===== config.mk =====
export PLATFORM = sky130hd
export DESIGN_NAME = thermo_reader
export DESIGN_NICKNAME = d
export VERILOG_FILES = /design/src/rtl/thermo_pkg.sv /design/src/rtl/spi_frame_rx.sv /design/src/rtl/thermo_reader.sv
export SDC_FILE = /design/constraint.sdc
export NUM_CORES = 1
export LEC_CHECK = 0
export CORE_ASPECT_RATIO = 1.5
export CORE_MARGIN = 2
export CORE_UTILIZATION = 65
export CTS_BUF_LIST = sky130_fd_sc_hd__clkbuf_4
export DETAILED_ROUTE_END_ITERATION = 8
export HOLD_SLACK_MARGIN = 0.03
export PLACE_DENSITY_LB_ADDON = 0.3
export SETUP_SLACK_MARGIN = 0.1
export SLEW_MARGIN = 10
export SYNTH_ARGS = -nofsm -noshare
export SYNTH_HDL_FRONTEND = slang
export SYNTH_SLANG_ARGS = --single-unit
export TNS_END_PERCENT = 100

===== constraint.sdc =====
create_clock -name clk_i -period 11.8 [get_ports clk_i]
set_input_delay 1.18 -clock clk_i [delete_from_list [all_inputs] [get_ports clk_i]]
set_output_delay 1.18 -clock clk_i [all_outputs]
set_load 0.05 [all_outputs]

===== src/rtl/thermo_pkg.sv =====
// Shared types and constants for the MAX6675-class thermocouple reader.
// Frame layout: bit 15 dummy sign, bits 14:3 temperature in 0.25 C, bit 2 open input.
package thermo_pkg;

  typedef enum logic [1:0] {
    ST_IDLE  = 2'd0,
    ST_SETUP = 2'd1,
    ST_SHIFT = 2'd2,
    ST_LATCH = 2'd3
  } rx_state_e;

  localparam int FRAME_W   = 16;
  localparam int FAULT_BIT = 2;
  localparam int SIGN_BIT  = 15;
  localparam int TEMP_MSB  = 14;
  localparam int TEMP_LSB  = 5;
  localparam int TEMP_W    = TEMP_MSB - TEMP_LSB + 1;

  localparam logic [7:0] TEMP_SAT = 8'hFF;

  function automatic logic [7:0] sat8(input logic [TEMP_W-1:0] v);
    return (|v[TEMP_W-1:8]) ? TEMP_SAT : v[7:0];
  endfunction

endpackage


===== src/rtl/spi_frame_rx.sv =====
// SPI receive engine: CS setup, SCK generation and a 16-bit MSB-first shifter.
// Handshake: start_i is only accepted in IDLE; done_o is high for the single LATCH cycle, during which frame_o holds the completed frame.
module spi_frame_rx
  import thermo_pkg::*;
#(
  parameter int SCK_DIV = 16
) (
  input  logic               clk_i,
  input  logic               rst_i,
  input  logic               start_i,
  input  logic               miso_i,
  output logic               sck_o,
  output logic               cs_n_o,
  output logic               done_o,
  output logic [FRAME_W-1:0] frame_o,
  output rx_state_e          state_o
);

  localparam int DIV_W = $clog2(SCK_DIV);

  rx_state_e          state_q, state_d;
  logic [DIV_W-1:0]   div_q, div_d;
  logic [3:0]         fall_q, fall_d;
  logic               sck_q, sck_d;
  logic               cs_n_q, cs_n_d;
  logic [FRAME_W-1:0] shreg_q, shreg_d;
  logic               div_last;

  assign div_last = (div_q == DIV_W'(SCK_DIV - 1));

  always_comb begin
    state_d = state_q;
    div_d   = div_q;
    fall_d  = fall_q;
    sck_d   = sck_q;
    shreg_d = shreg_q;
    case (state_q)
      ST_IDLE: begin
        div_d  = '0;
        fall_d = '0;
        sck_d  = 1'b0;
        if (start_i) state_d = ST_SETUP;
      end
      ST_SETUP: begin
        if (div_last) begin
          div_d   = '0;
          state_d = ST_SHIFT;
        end else begin
          div_d = div_q + 1'b1;
        end
      end
      ST_SHIFT: begin
        if (div_last) begin
          div_d = '0;
          sck_d = ~sck_q;
          // Rising edge samples MISO; the 16th falling edge ends the frame.
          if (!sck_q) begin
            shreg_d = {shreg_q[FRAME_W-2:0], miso_i};
          end else begin
            fall_d = fall_q + 1'b1;
            if (fall_q == 4'd15) state_d = ST_LATCH;
          end
        end else begin
          div_d = div_q + 1'b1;
        end
      end
      ST_LATCH: begin
        state_d = ST_IDLE;
      end
      default: state_d = ST_IDLE;
    endcase
    cs_n_d = !((state_d == ST_SETUP) || (state_d == ST_SHIFT));
  end

  always_ff @(posedge clk_i) begin
    if (rst_i) begin
      state_q <= ST_IDLE;
      div_q   <= '0;
      fall_q  <= '0;
      sck_q   <= 1'b0;
      cs_n_q  <= 1'b1;
      shreg_q <= '0;
    end else begin
      state_q <= state_d;
      div_q   <= div_d;
      fall_q  <= fall_d;
      sck_q   <= sck_d;
      cs_n_q  <= cs_n_d;
      shreg_q <= shreg_d;
    end
  end

  assign sck_o   = sck_q;
  assign cs_n_o  = cs_n_q;
  assign done_o  = (state_q == ST_LATCH);
  assign frame_o = shreg_q;
  assign state_o = state_q;

endmodule


===== src/rtl/thermo_reader.sv =====
// Periodic thermocouple poller: schedules frames, decodes them and
// produces a moving-average, 8-bit saturated temperature with a fault flag.
module thermo_reader
  import thermo_pkg::*;
#(
  parameter int SCK_DIV     = 16,
  parameter int POLL_CYCLES = 25_000_000,
  parameter int AVG_LOG2    = 2
) (
  input  logic       clk_i,
  input  logic       rst_i,
  input  logic       en_i,
  input  logic       spi_miso_i,
  output logic       spi_sck_o,
  output logic       spi_cs_n_o,
  output logic [7:0] temp_o,
  output logic       temp_valid_o,
  output logic       fault_o,
  output logic       busy_o
);

  localparam int POLL_W = $clog2(POLL_CYCLES + 1);
  localparam int DEPTH  = 1 << AVG_LOG2;
  localparam int PTR_W  = (AVG_LOG2 > 0) ? AVG_LOG2 : 1;
  localparam int SUM_W  = TEMP_W + AVG_LOG2;

  logic [POLL_W-1:0]  poll_q, poll_d;
  logic               start;
  rx_state_e          rx_state;
  logic               rx_done;
  logic [FRAME_W-1:0] frame;

  logic [TEMP_W-1:0]  hist_q [DEPTH];
  logic [PTR_W-1:0]   ptr_q;
  logic [SUM_W-1:0]   sum_q, sum_d;
  logic               prefill_q;
  logic [7:0]         temp_q;
  logic               valid_q;
  logic               fault_q;

  logic [TEMP_W-1:0]  t_val;
  logic [TEMP_W-1:0]  avg;
  logic               bad;

  spi_frame_rx #(.SCK_DIV(SCK_DIV)) u_rx (
    .clk_i   (clk_i),
    .rst_i   (rst_i),
    .start_i (start),
    .miso_i  (spi_miso_i),
    .sck_o   (spi_sck_o),
    .cs_n_o  (spi_cs_n_o),
    .done_o  (rx_done),
    .frame_o (frame),
    .state_o (rx_state)
  );

  // The poll counter only advances while idle, so the period includes the frame itself.
  always_comb begin
    poll_d = poll_q;
    start  = 1'b0;
    if (!en_i) begin
      poll_d = '0;
    end else if (rx_state == ST_IDLE) begin
      if (poll_q == POLL_W'(POLL_CYCLES - 1)) begin
        start  = 1'b1;
        poll_d = '0;
      end else begin
        poll_d = poll_q + 1'b1;
      end
    end
  end

  always_comb begin
    t_val = frame[TEMP_MSB:TEMP_LSB];
    bad   = frame[FAULT_BIT] | frame[SIGN_BIT];
    if (prefill_q) sum_d = SUM_W'(t_val) << AVG_LOG2;
    else           sum_d = sum_q + SUM_W'(t_val) - SUM_W'(hist_q[ptr_q]);
    avg = TEMP_W'(sum_d >> AVG_LOG2);
  end

  always_ff @(posedge clk_i) begin
    if (rst_i) begin
      poll_q    <= '0;
      ptr_q     <= '0;
      sum_q     <= '0;
      prefill_q <= 1'b1;
      temp_q    <= '0;
      valid_q   <= 1'b0;
      fault_q   <= 1'b0;
      for (int i = 0; i < DEPTH; i++) hist_q[i] <= '0;
    end else begin
      poll_q  <= poll_d;
      valid_q <= 1'b0;
      if (rx_done) begin
        if (bad) begin
          fault_q <= 1'b1;
        end else begin
          fault_q   <= 1'b0;
          valid_q   <= 1'b1;
          temp_q    <= sat8(avg);
          sum_q     <= sum_d;
          prefill_q <= 1'b0;
          if (prefill_q) begin
            for (int i = 0; i < DEPTH; i++) hist_q[i] <= t_val;
          end else begin
            hist_q[ptr_q] <= t_val;
            ptr_q <= (ptr_q == PTR_W'(DEPTH - 1)) ? '0 : ptr_q + 1'b1;
          end
        end
      end
    end
  end

  assign temp_o       = temp_q;
  assign temp_valid_o = valid_q;
  assign fault_o      = fault_q;
  assign busy_o       = ~spi_cs_n_o;

endmodule


# Word-level counts from Yosys, hierarchy flattened

Memories as Yosys holds them, arrays and structs flattened. A register that Yosys moved wholly into a read port is not among the register bits.
Cells that the tools add are included.

Reduce and logical (&&, ||, !) cells: 15
Bitwise logic cells: 11
Mux-type cells: 43
Add/subtract/negate cells: 6
Equality and inequality tests: 11

Operator list:

| operator              | count |
|---|---|
| $mux 10               | 5 |
| $add 25x1->25 const B | 1 |
| $eq 25x25->1 const B  | 1 |
| $mux 25               | 1 |
| $mux 1                | 19 |
| $mux 2                | 9 |
| $pmux 4 s2            | 2 |
| $add 12x10->12        | 1 |
| $mux 12               | 1 |
| $mux 4                | 3 |
| $sub 12x10->12        | 1 |
| $reduce_or 10->1      | 1 |
| $reduce_and 3->1      | 3 |
| $add 4x1->4 const B   | 2 |
| $eq 2x2->1 const B    | 4 |
| $eq 4x4->1 const B    | 2 |
| $mux 8                | 1 |
| $pmux 2 s4            | 1 |
| $reduce_or 2->1       | 4 |
| $not 1->1             | 6 |
| $or 1x1->1            | 5 |
| $eq 2x1->1 const B    | 2 |
| $ne 2x1->1 const B    | 2 |
| $reduce_and 2->1      | 2 |
| 6 further kinds       | 7 |

Memories: 1
Register bits after elaboration: 78
Logic and storage cells: 100
Input port bits: 4
Output and inout port bits: 13
Memory bits (writable): 40

Memory list:

| name   | words | bits a word | read ports | clocked after memory_dff | write ports | RTL line            | text |
|---|---|---|---|---|---|---|---|
| hist_q | 4     | 10          | 1          | 1                        | 4           | thermo_reader.sv:33 | `logic [TEMP_W-1:0] hist_q [DEPTH];` |

# Depth between registers and ports, before layout

Depth in word-level cells: 9
Mapped depth: 13
Mapped depth without buffers: 12

# By module

Synthesis repeated with hierarchy kept, for this count alone.

Cell total of the unflattened synthesis: 622
Area total of the unflattened synthesis: 6147.1 sq um

By module, submodules not included:

| module        | seq. area each (sq um) | cells an instance | times used | area an instance (sq um) |
|---|---|---|---|---|
| thermo_reader | 2242.2                 | 475               | 1          | 4895.9 |
| spi_frame_rx  | 560.5                  | 147               | 1          | 1251.2 |

# Worst setup path after synthesis

OpenSTA, ideal clock, no wires.

Path kind: reg2reg
Start point: reg with a tool-made name
End point: reg temp_q[3], in the netlist temp_o[3]
Data arrival time: 3649 ps
Clock period less this slack: 3792 ps
Data required time: 11657 ps
Path buffers: 1
Setup time: 143 ps
Cell stages (with the launch flop): 12
Slack: 8008 ps
Cell sequence: dfxtp_1 -> clkbuf_1 -> mux4_2 -> fa_1 -> inv_1 -> ha_1 -> nor2b_4 -> o31a_1 -> o31a_1 -> o41a_1 -> a21oi_4 -> a41oi_2

RTL lines:

| what                   | RTL line             | text |
|---|---|---|
| end signal: assignment | thermo_reader.sv:100 | `temp_q <= sat8(avg);` |
| end: declaration       | thermo_reader.sv:37  | `logic [7:0] temp_q;` |

==> results.sh <==
export IMPL_outcome="complete, no violations"
export IMPL_grt_pass1_vias=4466
export IMPL_worstSetupPathType="reg -> reg"
export IMPL_drive_above_1_share_pct=9.55
export IMPL_netlist_area_sq_um=6010
export IMPL_grt_pass1_wl_microns=20200
export IMPL_drt_iter0_drc=281
export IMPL_fin_cells=751
export IMPL_rsz0062_at_grt="false"
export IMPL_crit_buf_inv=1
export IMPL_route_vias_total=4615
export IMPL_rows=43
export IMPL_grt_max_degree=99
export IMPL_syn_area_per_cell_sq_um=9.67
export IMPL_ctsResizeCount=0
export IMPL_max_slew_margin_pct=27.6
export IMPL_vdd_ir_drop_max_mv=0.0805
export IMPL_netlist_instances=622
export IMPL_crit_fanout=10
export IMPL_leakage_nw=2.28
export IMPL_power_density_nw_per_um2=113
export IMPL_dieArea_sq_um=10100
export IMPL_track_usage_pct=26.8
export IMPL_antenna_found_initial=0
export IMPL_synth_cell_types=57
export IMPL_synthToLayoutAreaGrowth_pct=7.80
export IMPL_cts_buffer_depth=2
export IMPL_cp_end_kind="flop"
export IMPL_ys_top_cells_by_area="dfxtp_1, edfxtp_1, ha_1"
export IMPL_yosysSeqAreaShare_pct=46.6
export IMPL_path_common_cell="o31a_1"
export IMPL_die_y_microns=122
export IMPL_io_pins=17
export IMPL_sequentialPowerShare_pct=58.8
export IMPL_dp_hpwl_microns=8580
export IMPL_drtAntennaViolNets=0
export IMPL_drt_wirelength_per_cell_microns=16.8
export IMPL_avgViaCountPerCell=6.15
export IMPL_hold_slack_ps=456
export IMPL_synth_edff_count=40
export IMPL_die_x_microns=82.5
export IMPL_drt_pass1_iter_count=6
export IMPL_cts_tree="yes"
export IMPL_coreArea_sq_um=9150
export IMPL_path_cells="mux4_2, fa_1, inv_1, ha_1, nor2b_4, o31a_1, o31a_1, o41a_1, a21oi_4, a41oi_2"
export IMPL_comb_power_share_pct=3.0
export IMPL_ctsHtreeMaxLevel=4
export IMPL_syn_nets=659
export IMPL_max_stage_delay_ps=770
export IMPL_clock_latency_ps=520
export IMPL_ys_warn_count=0
export IMPL_path_clk_slew_ps=110
export IMPL_layout_common_cells="dfxtp_1, nor2_1, nand2_1"
export IMPL_swShare_pct=22.6
export IMPL_diodes=0
export IMPL_fmax_mhz=251
export IMPL_gp_congestion=0.845
export IMPL_cpMaxStageDelayCell="dfxtp_1"
export IMPL_intPower_uw=570
export IMPL_drv_slew=0
export IMPL_cts_buffers_inserted=17
export IMPL_cap_violations=0
export IMPL_yosys_most_used_dff="dfxtp_1"
export IMPL_finalWirelength_microns=12600
export IMPL_clockPowerShare_pct=38.2
export IMPL_overflow=0
export IMPL_cts_root_buf="clkbuf_4"
export IMPL_dp_cells=719
export IMPL_finalHoldViolCount=0
export IMPL_final_common_cell="dfxtp_1"
export IMPL_worst_slew_pin_slew_ps=1080
export IMPL_tns_ps=0
export IMPL_period_needed_ps=3980
export IMPL_drcViolationCount=0
export IMPL_required_ps=12180
export IMPL_p_switching_uw=166
export IMPL_synth_top_area_share_pct=26.6
export IMPL_cp_top_family="compound AO/OA/AOI/OAI gates"
export IMPL_async_flop_share_pct=0
export IMPL_power_uw=736
export IMPL_post_cts_buffers=0
export IMPL_start_kind="flop"
export IMPL_start_util_pct=65.7
export IMPL_skew_ps=14.3
export IMPL_worstPathArrival_ps=4360
export IMPL_yosys_area_top_type="dfxtp_1"
export IMPL_synth_seq_cells=120
export IMPL_cts_hold_buf=0
export IMPL_hold_path_class="reg -> reg"
export IMPL_layout_nets=663
export IMPL_port_buffers=16
export IMPL_post_route_period_util_pct=33.7
export IMPL_clkSinkCount=120
export IMPL_setup_viol=0
## flip-flops by register name, indices dropped and copies added (netlist names), named ones only
register and cells:
u_rx.cs_n_o 1, prefill_q 1, poll_q 25, temp_valid_o 1, sum_q 12, u_rx.frame_o 16, ptr_q 2, u_rx.fall_q 4
u_rx.div_q 4, temp_o 8, fault_o 1, hist_q 40, u_rx.state_o 2, u_rx.sck_o 1
## tightest hold or removal path, stage by stage, from the launching register on
cell,delay [ps]
dfxtp_1,320
nand2_1,50
a21oi_1,50
## synthesized netlist by cell type (all sizes together), types with 2 or more instances
library cell  count
dfxtp            80
nor2             64
nand2            59
inv              50
nor4             42
edfxtp           40
a21oi            37
clkbuf           31
a211oi           25
ha               23
nand3            17
xor2             17
nor3             12
xnor2            12
nand4            11
fa               10
mux4             10
o21ai             8
a21o              7
buf               7
and3              6
o21bai            6
nand2b            4
and4              3
mux2i             3
nor2b             3
o211ai            3
o21a              3
a311oi            2
a31o              2
a41oi             2
and2              2
o31a              2
or2               2
## final timing paths
path	startpoint	endpoint	slack, ps	cells after the start
worst max register to register	flop	temp_o[3]	7820	10
worst min register to register	u_rx.frame_o[3]	u_rx.frame_o[4]	460	2
worst min-delay path	u_rx.frame_o[3]	u_rx.frame_o[4]	460	2
worst max-delay path	flop	temp_o[3]	7820	10
## per-stage QoR
step | util, % | setup slack (ps) | cell area [sq um]
2_1_floorplan | - | 8010 | 6010
3_3_place_gp | 68.0 | 7880 | 6220
3_5_place_dp | 68.0 | 7810 | 6220
4_1_cts | 70.9 | 7800 | 6480
5_1_grt | 70.9 | 7630 | 6480
6_report | 70.9 | 7820 | 6480
## layout make-up
| cell class | count | area [sq um] |
|---|---|---|
| multi-input combinational | 414 | 2880 |
| sequential | 120 | 2800 |
| fill | 670 | 2660 |
| timing repair buffer | 23 | 208 |
| inverter | 50 | 188 |
| clock buffer | 21 | 158 |
| tap | 112 | 140 |
| clock inverter | 11 | 108 |
## per-layer routing
metal	GRT usage (%)	vias to the layer above	share of wire (%)
li1	-	2235	-
met1	30.3	2209	40
met2	45.6	137	52
met3	6.00	34	4.1
met4	15.0	0	3.5
met5	0	-	0
## cells by family (layout without fill, tap and decap cells)
logic type / after synthesis / in the layout / share of synthesized area (%)
buf+inv: 88 / 105 / 5.56
compound gates: 106 / 106 / 12.2
mux: 13 / 13 / 4.24
xor+xnor: 29 / 29 / 4.22
flops: 120 / 120 / 46.6
fa+ha+maj: 33 / 33 / 8.11
simple gates: 233 / 233 / 19.1
## power by group through the flow
stage | sequential (mW) | clock, mW | combinational [mW]
final | 0.432 | 0.281 | 0.0221
after global routing | 0.433 | 0.299 | 0.0242
after CTS | 0.432 | 0.284 | 0.0220
after detailed placement | 0.442 | 0 | 0.0219
after global placement | 0.441 | 0 | 0.0213
after floorplan | 0.441 | 0 | 0.0173
(Power assumes the default switching activity.)
==> edit (same settings) <==
`SCK_DIV` is set to 16 in 2 places; all go to 32.
--- a/src/rtl/spi_frame_rx.sv
+++ b/src/rtl/spi_frame_rx.sv
@@ -4,5 +4,5 @@
   import thermo_pkg::*;
 #(
-  parameter int SCK_DIV = 16
+  parameter int SCK_DIV = 32
 ) (
   input  logic               clk_i,
--- a/src/rtl/thermo_reader.sv
+++ b/src/rtl/thermo_reader.sv
@@ -4,5 +4,5 @@
   import thermo_pkg::*;
 #(
-  parameter int SCK_DIV     = 16,
+  parameter int SCK_DIV     = 32,
   parameter int POLL_CYCLES = 25_000_000,
   parameter int AVG_LOG2    = 2
Check against the original RTL: same outputs for any inputs over 10 cycles, from zero or initial values and one cycle with rst_i high; that may be too few to reach the edited logic, so the function may still have changed.
==> edit against the unedited design <==
  * Critical endpoint unchanged
  * Power about the same
  * Non-clock buffer count down 4
  * Via count rose by 0.59%
  * Synthesized area grew 1.2%
  * Sequential cell count rose by 1
  * Largest cell class unchanged
  * Worst setup slack improved by 26 ps
  * Routed wire length increased by 2.3%
  * Cell area grew 0.41%
==> edit: results (changes against the unedited design) <==
| Metric | Value |
|---|---|
| Reg-to-reg setup timing slack | `7840 ps (+30 ps)` |
| Wire length on met1 | `4800 um (-5.3%)` |
| First-iteration detailed-routing DRC count | `289 (+2.8%)` |
| Yosys warnings | `0 (unchanged)` |
| Largest net degree at the start of global routing | `100 (+1.0%)` |
| Sum of routed wire length over all layers | `12900 um (+2.3%)` |
| Final-layout fill cell count | `693 (+3.4%)` |
| Number of global-route vias before repair | `4612 (+3.3%)` |
| Leakage | `2.34 nW (+2.7%)` |
| Status | `completed` |
| Routing usage on met2 | `0.514 (+0.0575)` |
| Ratio of cells with drive above 1 in the final layout | `0.0822 (-0.0133)` |
| Power dissipated by switching net loads | `0.000160 W (-3.7%)` |
| Detailed route wirelength on metal2 | `7230 um (+9.7%)` |
| Most area-consuming cells after synthesis | `sky130_fd_sc_hd__dfxtp_1, sky130_fd_sc_hd__edfxtp_1, sky130_fd_sc_hd__ha_1, sky130_fd_sc_hd__nor4_1, sky130_fd_sc_hd__nand2_1` |
| Max IR drop VDD | `0.0946 mV (+18%)` |
| 1st-pass router iterations | `5 (-1)` |
| Worst Skew | `20.5 ps (+6.16 ps)` |
| Met1 routing resource usage after global routing | `0.266 (-0.0374)` |
| Endpoint arrival time on the critical path | `4320 ps (-40 ps)` |
| Detail-routed via count per cell | `6.12 (-0.34%)` |
| Final GP Congestion | `0.841 (-0.43%)` |
| Post-Syn Nets | `673 (+2.1%)` |
| Delay contributed by the slowest stage of the critical path | `740 ps (-30 ps)` |
| GRT Util Overall | `0.263 (-0.00537)` |
-- edit: cell families after synthesis --
logic type	synth area share
AO/OA/AOI/OAI	0.120
XOR/XNOR	0.0446
adder cells (fa/ha/maj)	0.0822
buffers and inverters	0.0575
flip-flops	0.464
multiplexers	0.0403
AND/OR/NAND/NOR	0.192
-- edit: cell type report --
cell class / count / area share
multi-input cells: 423 / 0.448
flip-flops and latches: 121 / 0.434
inverters: 51 / 0.0294
repair buffers: 19 / 0.0273
clock buffers: 23 / 0.0265
well taps: 112 / 0.0215
clock inverters: 8 / 0.0129
diodes: 1 / 0.000384
-- edit: per-stage QoR --
| step | hold WS [ps] | instance area, um2 | setup WS (ps) | std cells |
|---|---|---|---|---|
| after detailed placement | 447 | 6250 | 7860 | 726 |
| after global routing | 476 | 6510 | 7550 | 758 |
| after floorplan | 432 | 6090 | 7900 | 635 |
| final | 456 | 6510 | 7840 | 758 |
| after global placement | 437 | 6250 | 7950 | 726 |
| after CTS | 460 | 6510 | 7850 | 757 |
